File: config.mk
export PLATFORM = sky130hd
export DESIGN_NAME = sram_port_arbiter
export DESIGN_NICKNAME = d
export VERILOG_FILES = /design/src/rtl/sram_arb_pkg.sv /design/src/rtl/rr_arbiter.sv /design/src/rtl/sram_port_arbiter.sv
export SDC_FILE = /design/constraint.sdc
export NUM_CORES = 1
export LEC_CHECK = 0
export CAP_MARGIN = 20
export CORE_MARGIN = 4
export CORE_UTILIZATION = 42
export DETAILED_ROUTE_END_ITERATION = 10
export HOLD_SLACK_MARGIN = 0.02
export PLACE_DENSITY = 0.83
export SYNTH_ARGS = -nofsm -noshare
export SYNTH_HDL_FRONTEND = slang
export SYNTH_SLANG_ARGS = --single-unit
File: constraint.sdc
create_clock -name clk -period 4.61 [get_ports clk]
set_input_delay 0.922 -clock clk [delete_from_list [all_inputs] [get_ports clk]]
set_output_delay 0.922 -clock clk [all_outputs]
set_load 0.05 [all_outputs]
File: src/rtl/sram_arb_pkg.sv
// +----------------------------------------------------------------------------+
// | sram_arb_pkg : shared types, constants and byte-merge helper for the       |
// |                SRAM port arbiter.                       Revision: 1.0      |
// +----------------------------------------------------------------------------+
`default_nettype none

package sram_arb_pkg;

   typedef enum logic [2:0] {
      IDLE  = 3'd0,
      ACC   = 3'd1,
      RESP  = 3'd2,
      MERGE = 3'd3,
      WR    = 3'd4
   } state_t;

   localparam logic [3:0] BE_FULL = 4'hF;

   // Byte k comes from the new write data when its strobe is set, else from the old word.
   function automatic logic [31:0] merge_bytes(
      input logic [31:0] wdata,
      input logic [31:0] rdata,
      input logic [3:0]  be
   );
      logic [31:0] m;
      m = rdata;
      for (int k = 0; k < 4; k++) begin
         if (be[k]) begin
            m[8*k +: 8] = wdata[8*k +: 8];
         end
      end
      return m;
   endfunction

endpackage

`default_nettype wire

File: src/rtl/rr_arbiter.sv
// +----------------------------------------------------------------------------+
// | rr_arbiter : round-robin arbiter with one-hot grant; the pointer moves to  |
// |              winner+1 whenever a grant is taken.        Revision: 1.0      |
// +----------------------------------------------------------------------------+
`default_nettype none

module rr_arbiter #(
   parameter int NUM_REQ = 2
) (
   input  logic               clk,
   input  logic               reset,
   input  logic [NUM_REQ-1:0] req_i,
   input  logic               grant_en_i,
   output logic [NUM_REQ-1:0] grant_o,
   output logic               any_o
);

   localparam int IDX_W = (NUM_REQ > 1) ? $clog2(NUM_REQ) : 1;

   logic [IDX_W-1:0] ptr_q;
   logic [IDX_W-1:0] ptr_d;
   logic [IDX_W-1:0] w_win;
   logic             w_found;

   // Two passes: requesters at or above the pointer first, then the wrapped-around ones.
   always_comb begin
      grant_o = '0;
      w_found = 1'b0;
      w_win   = ptr_q;
      for (int i = 0; i < NUM_REQ; i++) begin
         if (!w_found && (i >= int'(ptr_q)) && req_i[i]) begin
            w_found    = 1'b1;
            grant_o[i] = 1'b1;
            w_win      = IDX_W'(i);
         end
      end
      for (int i = 0; i < NUM_REQ; i++) begin
         if (!w_found && (i < int'(ptr_q)) && req_i[i]) begin
            w_found    = 1'b1;
            grant_o[i] = 1'b1;
            w_win      = IDX_W'(i);
         end
      end
   end

   assign any_o = w_found;

   always_comb begin
      ptr_d = ptr_q;
      if (grant_en_i && w_found) begin
         ptr_d = (w_win == IDX_W'(NUM_REQ - 1)) ? '0 : (w_win + IDX_W'(1));
      end
   end

   always_ff @(posedge clk or posedge reset) begin
      if (reset) begin
         ptr_q <= '0;
      end else begin
         ptr_q <= ptr_d;
      end
   end

endmodule

`default_nettype wire

File: src/rtl/sram_port_arbiter.sv
// +----------------------------------------------------------------------------+
// | sram_port_arbiter : round-robin sharing of one 512x32 SRAM wrapper, with   |
// |                     byte-strobe writes by read-modify-write. Rev: 1.0      |
// +----------------------------------------------------------------------------+
`default_nettype none

module sram_port_arbiter
   import sram_arb_pkg::*;
#(
   parameter int NUM_REQ = 2,
   parameter int ADDR_W  = 9,
   parameter int DATA_W  = 32
) (
   input  logic                        clk,
   input  logic                        reset,
   input  logic [NUM_REQ-1:0]          req_valid,
   output logic [NUM_REQ-1:0]          req_ready,
   input  logic [NUM_REQ-1:0]          req_we,
   input  logic [NUM_REQ*ADDR_W-1:0]   req_addr,
   input  logic [NUM_REQ*(DATA_W/8)-1:0] req_be,
   input  logic [NUM_REQ*DATA_W-1:0]   req_wdata,
   output logic [NUM_REQ-1:0]          resp_valid,
   output logic [DATA_W-1:0]           resp_rdata,
   output logic                        busy,
   output logic                        sram_en,
   output logic                        sram_wen,
   output logic [ADDR_W-1:0]           sram_addr,
   output logic [DATA_W-1:0]           sram_wdata,
   input  logic [DATA_W-1:0]           sram_rdata
);

   localparam int NB = DATA_W / 8;

   state_t              state_q;
   logic [NUM_REQ-1:0]  owner_q;
   logic                we_q;
   logic [NB-1:0]       be_q;
   logic [DATA_W-1:0]   wdata_q;
   logic [NUM_REQ-1:0]  resp_valid_q;
   logic                sram_en_q;
   logic                sram_wen_q;
   logic [ADDR_W-1:0]   sram_addr_q;
   logic [DATA_W-1:0]   sram_wdata_q;

   logic                w_idle;
   logic [NUM_REQ-1:0]  w_grant;
   logic                w_any;
   logic                w_sel_we;
   logic [ADDR_W-1:0]   w_sel_addr;
   logic [NB-1:0]       w_sel_be;
   logic [DATA_W-1:0]   w_sel_wdata;

   assign w_idle = (state_q == IDLE);

   rr_arbiter #(
      .NUM_REQ    (NUM_REQ)
   ) u_rr_arbiter (
      .clk        (clk),
      .reset      (reset),
      .req_i      (req_valid & {NUM_REQ{w_idle}}),
      .grant_en_i (w_idle),
      .grant_o    (w_grant),
      .any_o      (w_any)
   );

   always_comb begin
      w_sel_we    = 1'b0;
      w_sel_addr  = '0;
      w_sel_be    = '0;
      w_sel_wdata = '0;
      for (int i = 0; i < NUM_REQ; i++) begin
         if (w_grant[i]) begin
            w_sel_we    = req_we[i];
            w_sel_addr  = req_addr[i*ADDR_W +: ADDR_W];
            w_sel_be    = req_be[i*NB +: NB];
            w_sel_wdata = req_wdata[i*DATA_W +: DATA_W];
         end
      end
   end

   // The accept pulse is combinational so the requester sees it in the grant cycle.
   assign req_ready  = w_grant & {NUM_REQ{~reset}};
   assign resp_valid = resp_valid_q;
   assign resp_rdata = (state_q == RESP) ? sram_rdata : '0;
   assign busy       = ~w_idle;
   assign sram_en    = sram_en_q;
   assign sram_wen   = sram_wen_q;
   assign sram_addr  = sram_addr_q;
   assign sram_wdata = sram_wdata_q;

   always_ff @(posedge clk or posedge reset) begin
      if (reset) begin
         state_q      <= IDLE;
         owner_q      <= '0;
         we_q         <= 1'b0;
         be_q         <= '0;
         wdata_q      <= '0;
         resp_valid_q <= '0;
         sram_en_q    <= 1'b0;
         sram_wen_q   <= 1'b0;
         sram_addr_q  <= '0;
         sram_wdata_q <= '0;
      end else begin
         case (state_q)
            IDLE: begin
               if (w_any) begin
                  owner_q <= w_grant;
                  we_q    <= w_sel_we;
                  be_q    <= w_sel_be;
                  wdata_q <= w_sel_wdata;
                  // A write with no strobes completes on accept without touching the SRAM.
                  if (!(w_sel_we && (w_sel_be == '0))) begin
                     state_q     <= ACC;
                     sram_en_q   <= 1'b1;
                     sram_wen_q  <= w_sel_we && (w_sel_be == BE_FULL);
                     sram_addr_q <= w_sel_addr;
                     if (w_sel_we && (w_sel_be == BE_FULL)) begin
                        sram_wdata_q <= w_sel_wdata;
                     end
                  end
               end
            end
            ACC: begin
               sram_en_q  <= 1'b0;
               sram_wen_q <= 1'b0;
               if (!we_q) begin
                  state_q      <= RESP;
                  resp_valid_q <= owner_q;
               end else if (be_q == BE_FULL) begin
                  state_q <= IDLE;
               end else begin
                  state_q <= MERGE;
               end
            end
            RESP: begin
               resp_valid_q <= '0;
               state_q      <= IDLE;
            end
            MERGE: begin
               sram_en_q    <= 1'b1;
               sram_wen_q   <= 1'b1;
               sram_wdata_q <= merge_bytes(wdata_q, sram_rdata, be_q);
               state_q      <= WR;
            end
            WR: begin
               sram_en_q  <= 1'b0;
               sram_wen_q <= 1'b0;
               state_q    <= IDLE;
            end
            default: begin
               state_q <= IDLE;
            end
         endcase
      end
   end

endmodule

`default_nettype wire
==> impl_metrics.tcl <==
set metrics [dict create \
    yosysWarnings 0 \
    cts_hold_buf 0 \
    syn_to_final_growth_pct 51.85 \
    startpoint_type "input pin" \
    r2r_slack_ns 1.78 \
    worst_slew_pin_slew_ns 0.9069 \
    setup_tns_ns 0 \
    via_per_inst 5.278 \
    grt_pass1_wl_microns 22630 \
    cts_root_buffer "clkbuf_8" \
    crit_type "in2out" \
    r2r_end "sram_wdata[15]" \
    n_antenna_cell 0 \
    track_usage 0.2205 \
    worstHoldPathCells 2 \
    nFillCells 841 \
    synth_edf_count 0 \
    finalMaxSlewViolations 0 \
    synth-compound-area-share 0.1537 \
    ys_seq_elements 88 \
    worstSkewPairLatency_ns 0.34 \
    multiInputGateArea_sq_um 2175 \
    initial_utilization 0.4366 \
    antenna_found_initial 1 \
    total_power_w 0.004674 \
    grt_overflow 0 \
    worst_path_largest_cell_delay_ns 0.80 \
    io_pins 208 \
    rsz0062_at_grt "no" \
    wl_per_cell_microns 17.33 \
    drc 0 \
    drt-initial-drc-count 253 \
    postSynthAreaPerCell_sq_um 9.557 \
    path_common_cell "clkdlybuf4s50_1" \
    ir_drop_uv 517.8 \
    gp_congestion 0.8351 \
    clk_path_buf_depth 2 \
    finalClockSkew_ns 0.01086 \
    crit_buf_inv 2 \
    cp_max_fo 10 \
    grt_pass1_vias 4535 \
    status "finished clean" \
    grt_max_degree 73 \
    finalNetCount 796 \
    final_util 0.6630 \
    layout_common_cells "clkdlybuf4s50_1 (207), dfrtp_1 (88), nand2_1 (81), mux2i_1 (64), a22oi_1 (42)" \
    cts_tree "done" \
    std_cell_rows 37 \
    synthAdderAreaFrac 0 \
    regArea_sq_um 2202 \
    cp.arrival_ns 2.91 \
    dp_hpwl_microns 10480 \
    synth_area_sq_um 4568 \
    syn-instance-count 478 \
    reg2reg_depth 7 \
    crit_family "buffers and inverters" \
    maxCapViolations 0 \
    yosysSeqAreaShare 0.4821 \
    max_freq_mhz 261.1 \
    finalNonFillerCells 809 \
    period_share 0.8308 \
    drt_wl_total_microns 14020 \
    worstSetupStartpoint "req_valid[0]" \
    dp.cells 793 \
    hold_end "wdata_q[29]" \
    htreeDepth 3 \
    vias 4270 \
    endpoint_kind "primary output" \
    synth_nets 606 \
    port_buffers 207 \
    finalHoldViolCount 0 \
    hold_start "wdata_q[29]" \
    drive_gt1_frac 0.04606 \
    cts_setup_buffers 0 \
    first_pass_iters 7 \
    hold_class "reg2reg" \
    die_w_microns 112.3 \
    critical_path.cell_chain "clkdlybuf4s50_1, nand2b_1, and3_2, and2_1, clkdlybuf4s50_1" \
    synthArstFlopShare 1.000 \
    min_period_ns 3.830 \
    synth_top_family_by_area "simple AND/OR/NAND/NOR gates" \
    core_area_sq_um 10460 \
    synth_mux_area_frac 0.1427 \
    ys.flop_type "dfrtp_1" \
    cp_data_required_time_ns 3.69 \
    clk_pin_slew_worst_paths_ns 0.08 \
    clock_sinks 88 \
    antenna_left 0 \
    powerDensity_nw_per_um2 673.8 \
    setup-violations-final 0 \
    die_y_microns 112.3 \
    r2r-start "state_q[0]" \
    synth_xor_area_frac 0 \
    slew_headroom 0.3954 \
    yosys.area_share.simple 0.1756 \
    cpMaxStageDelayCell "clkdlybuf4s50_1" \
    power_leakage_nw 3.214 \
    synth_cell_types 33 \
    die_area_sq_um 12610 \
    post_cts_resized 0 \
    layout_commonest_cell "clkdlybuf4s50_1" \
    cts_buffers 9 \
]
-- per-layer routing --
layer | vias up | GRT usage | share of wire
met5 | - | 0 | 0.00093
met1 | 2049 | 0.2613 | 0.40
met4 | 2 | 0.06090 | 0.015
li1 | 2038 | - | -
met2 | 162 | 0.4001 | 0.53
met3 | 19 | 0.05067 | 0.062
-- synthesized netlist by cell type, types with 2 or more instances --
cell type	number	area, sq um
a21o_1	5	37.54
a21oi_1	38	190.2
a222oi_1	3	30.03
a22oi_1	42	315.3
and2_1	35	219.0
and3_1	5	31.28
buf_1	7	26.28
buf_2	6	30.03
buf_6	4	45.04
clkbuf_1	19	71.32
dfrtp_1	88	2202
inv_1	8	30.03
mux2i_1	64	640.6
nand2_1	81	304.0
nand2b_1	3	18.77
nand3_1	4	20.02
nor2_1	35	131.4
nor2b_1	3	18.77
nor4_1	2	12.51
o21a_1	2	15.01
o21ai_0	3	15.01
o21ai_1	10	50.05
-- worst max path at each step --
stage	slack (ns)	end	depth (start not counted)
6_report	0.78	req_ready[1]	5
5_1_grt	0.70	req_ready[1]	5
2_1_floorplan	0.30	req_ready[0]	2
3_3_place_gp	0.87	req_ready[1]	5
4_1_cts	0.80	req_ready[1]	5
3_5_place_dp	0.80	req_ready[1]	5
-- registers in the layout, summed over array words and instances (netlist names) --
register	flops
be_q	4
owner_q	2
resp_valid	2
sram_addr	9
sram_en	1
sram_wdata	32
sram_wen	1
state_q	3
u_rr_arbiter.ptr_q	1
wdata_q	32
we_q	1
-- metrics by stage --
| stage | area [sq um] | worst slack (ns) | hold WS (ns) |
|---|---|---|---|
| 3_5_place_dp | 6738 | 0.7978 | 0.4641 |
| 5_1_grt | 6937 | 0.7008 | 0.5100 |
| 6_report | 6937 | 0.7799 | 0.4815 |
| 4_1_cts | 6937 | 0.7954 | 0.4856 |
| 2_1_floorplan | 4568 | 0.2960 | 0.4461 |
| 3_3_place_gp | 6723 | 0.8712 | 0.4578 |
-- report_power, final --
group | switching, W | leakage (nW) | internal [W] | total, W
clock | 0.000270 | 0.0928 | 0.000267 | 0.000537
combinational | 0.00169 | 2.02 | 0.00100 | 0.00269
sequential | 0.000311 | 1.10 | 0.00114 | 0.00145
-- worst min-delay path, stage by stage, from the launching register on --
cell,delay (ns)
dfrtp_1,0.35
nand2_1,0.05
nand2_1,0.05
-- cell type report --
cell class / count / share of cell area
Sequential cell: 88 / 0.3175
Multi-Input combinational cell: 345 / 0.3135
Timing Repair Buffer: 216 / 0.3113
Tap cell: 136 / 0.02453
Clock buffer: 12 / 0.02092
Clock inverter: 4 / 0.007756
Inverter: 8 / 0.004509
-- kinds of logic (layout without fill, tap and decap cells) --
| logic type | count (synthesis) | after routing |
|---|---|---|
| AO/OA/AOI/OAI | 107 | 107 |
| buffers and inverters | 45 | 240 |
| AND/OR/NAND/NOR | 173 | 173 |
| multiplexers | 65 | 65 |
| flip-flops | 88 | 88 |
No activity file was read; power rests on OpenSTA's default activity.
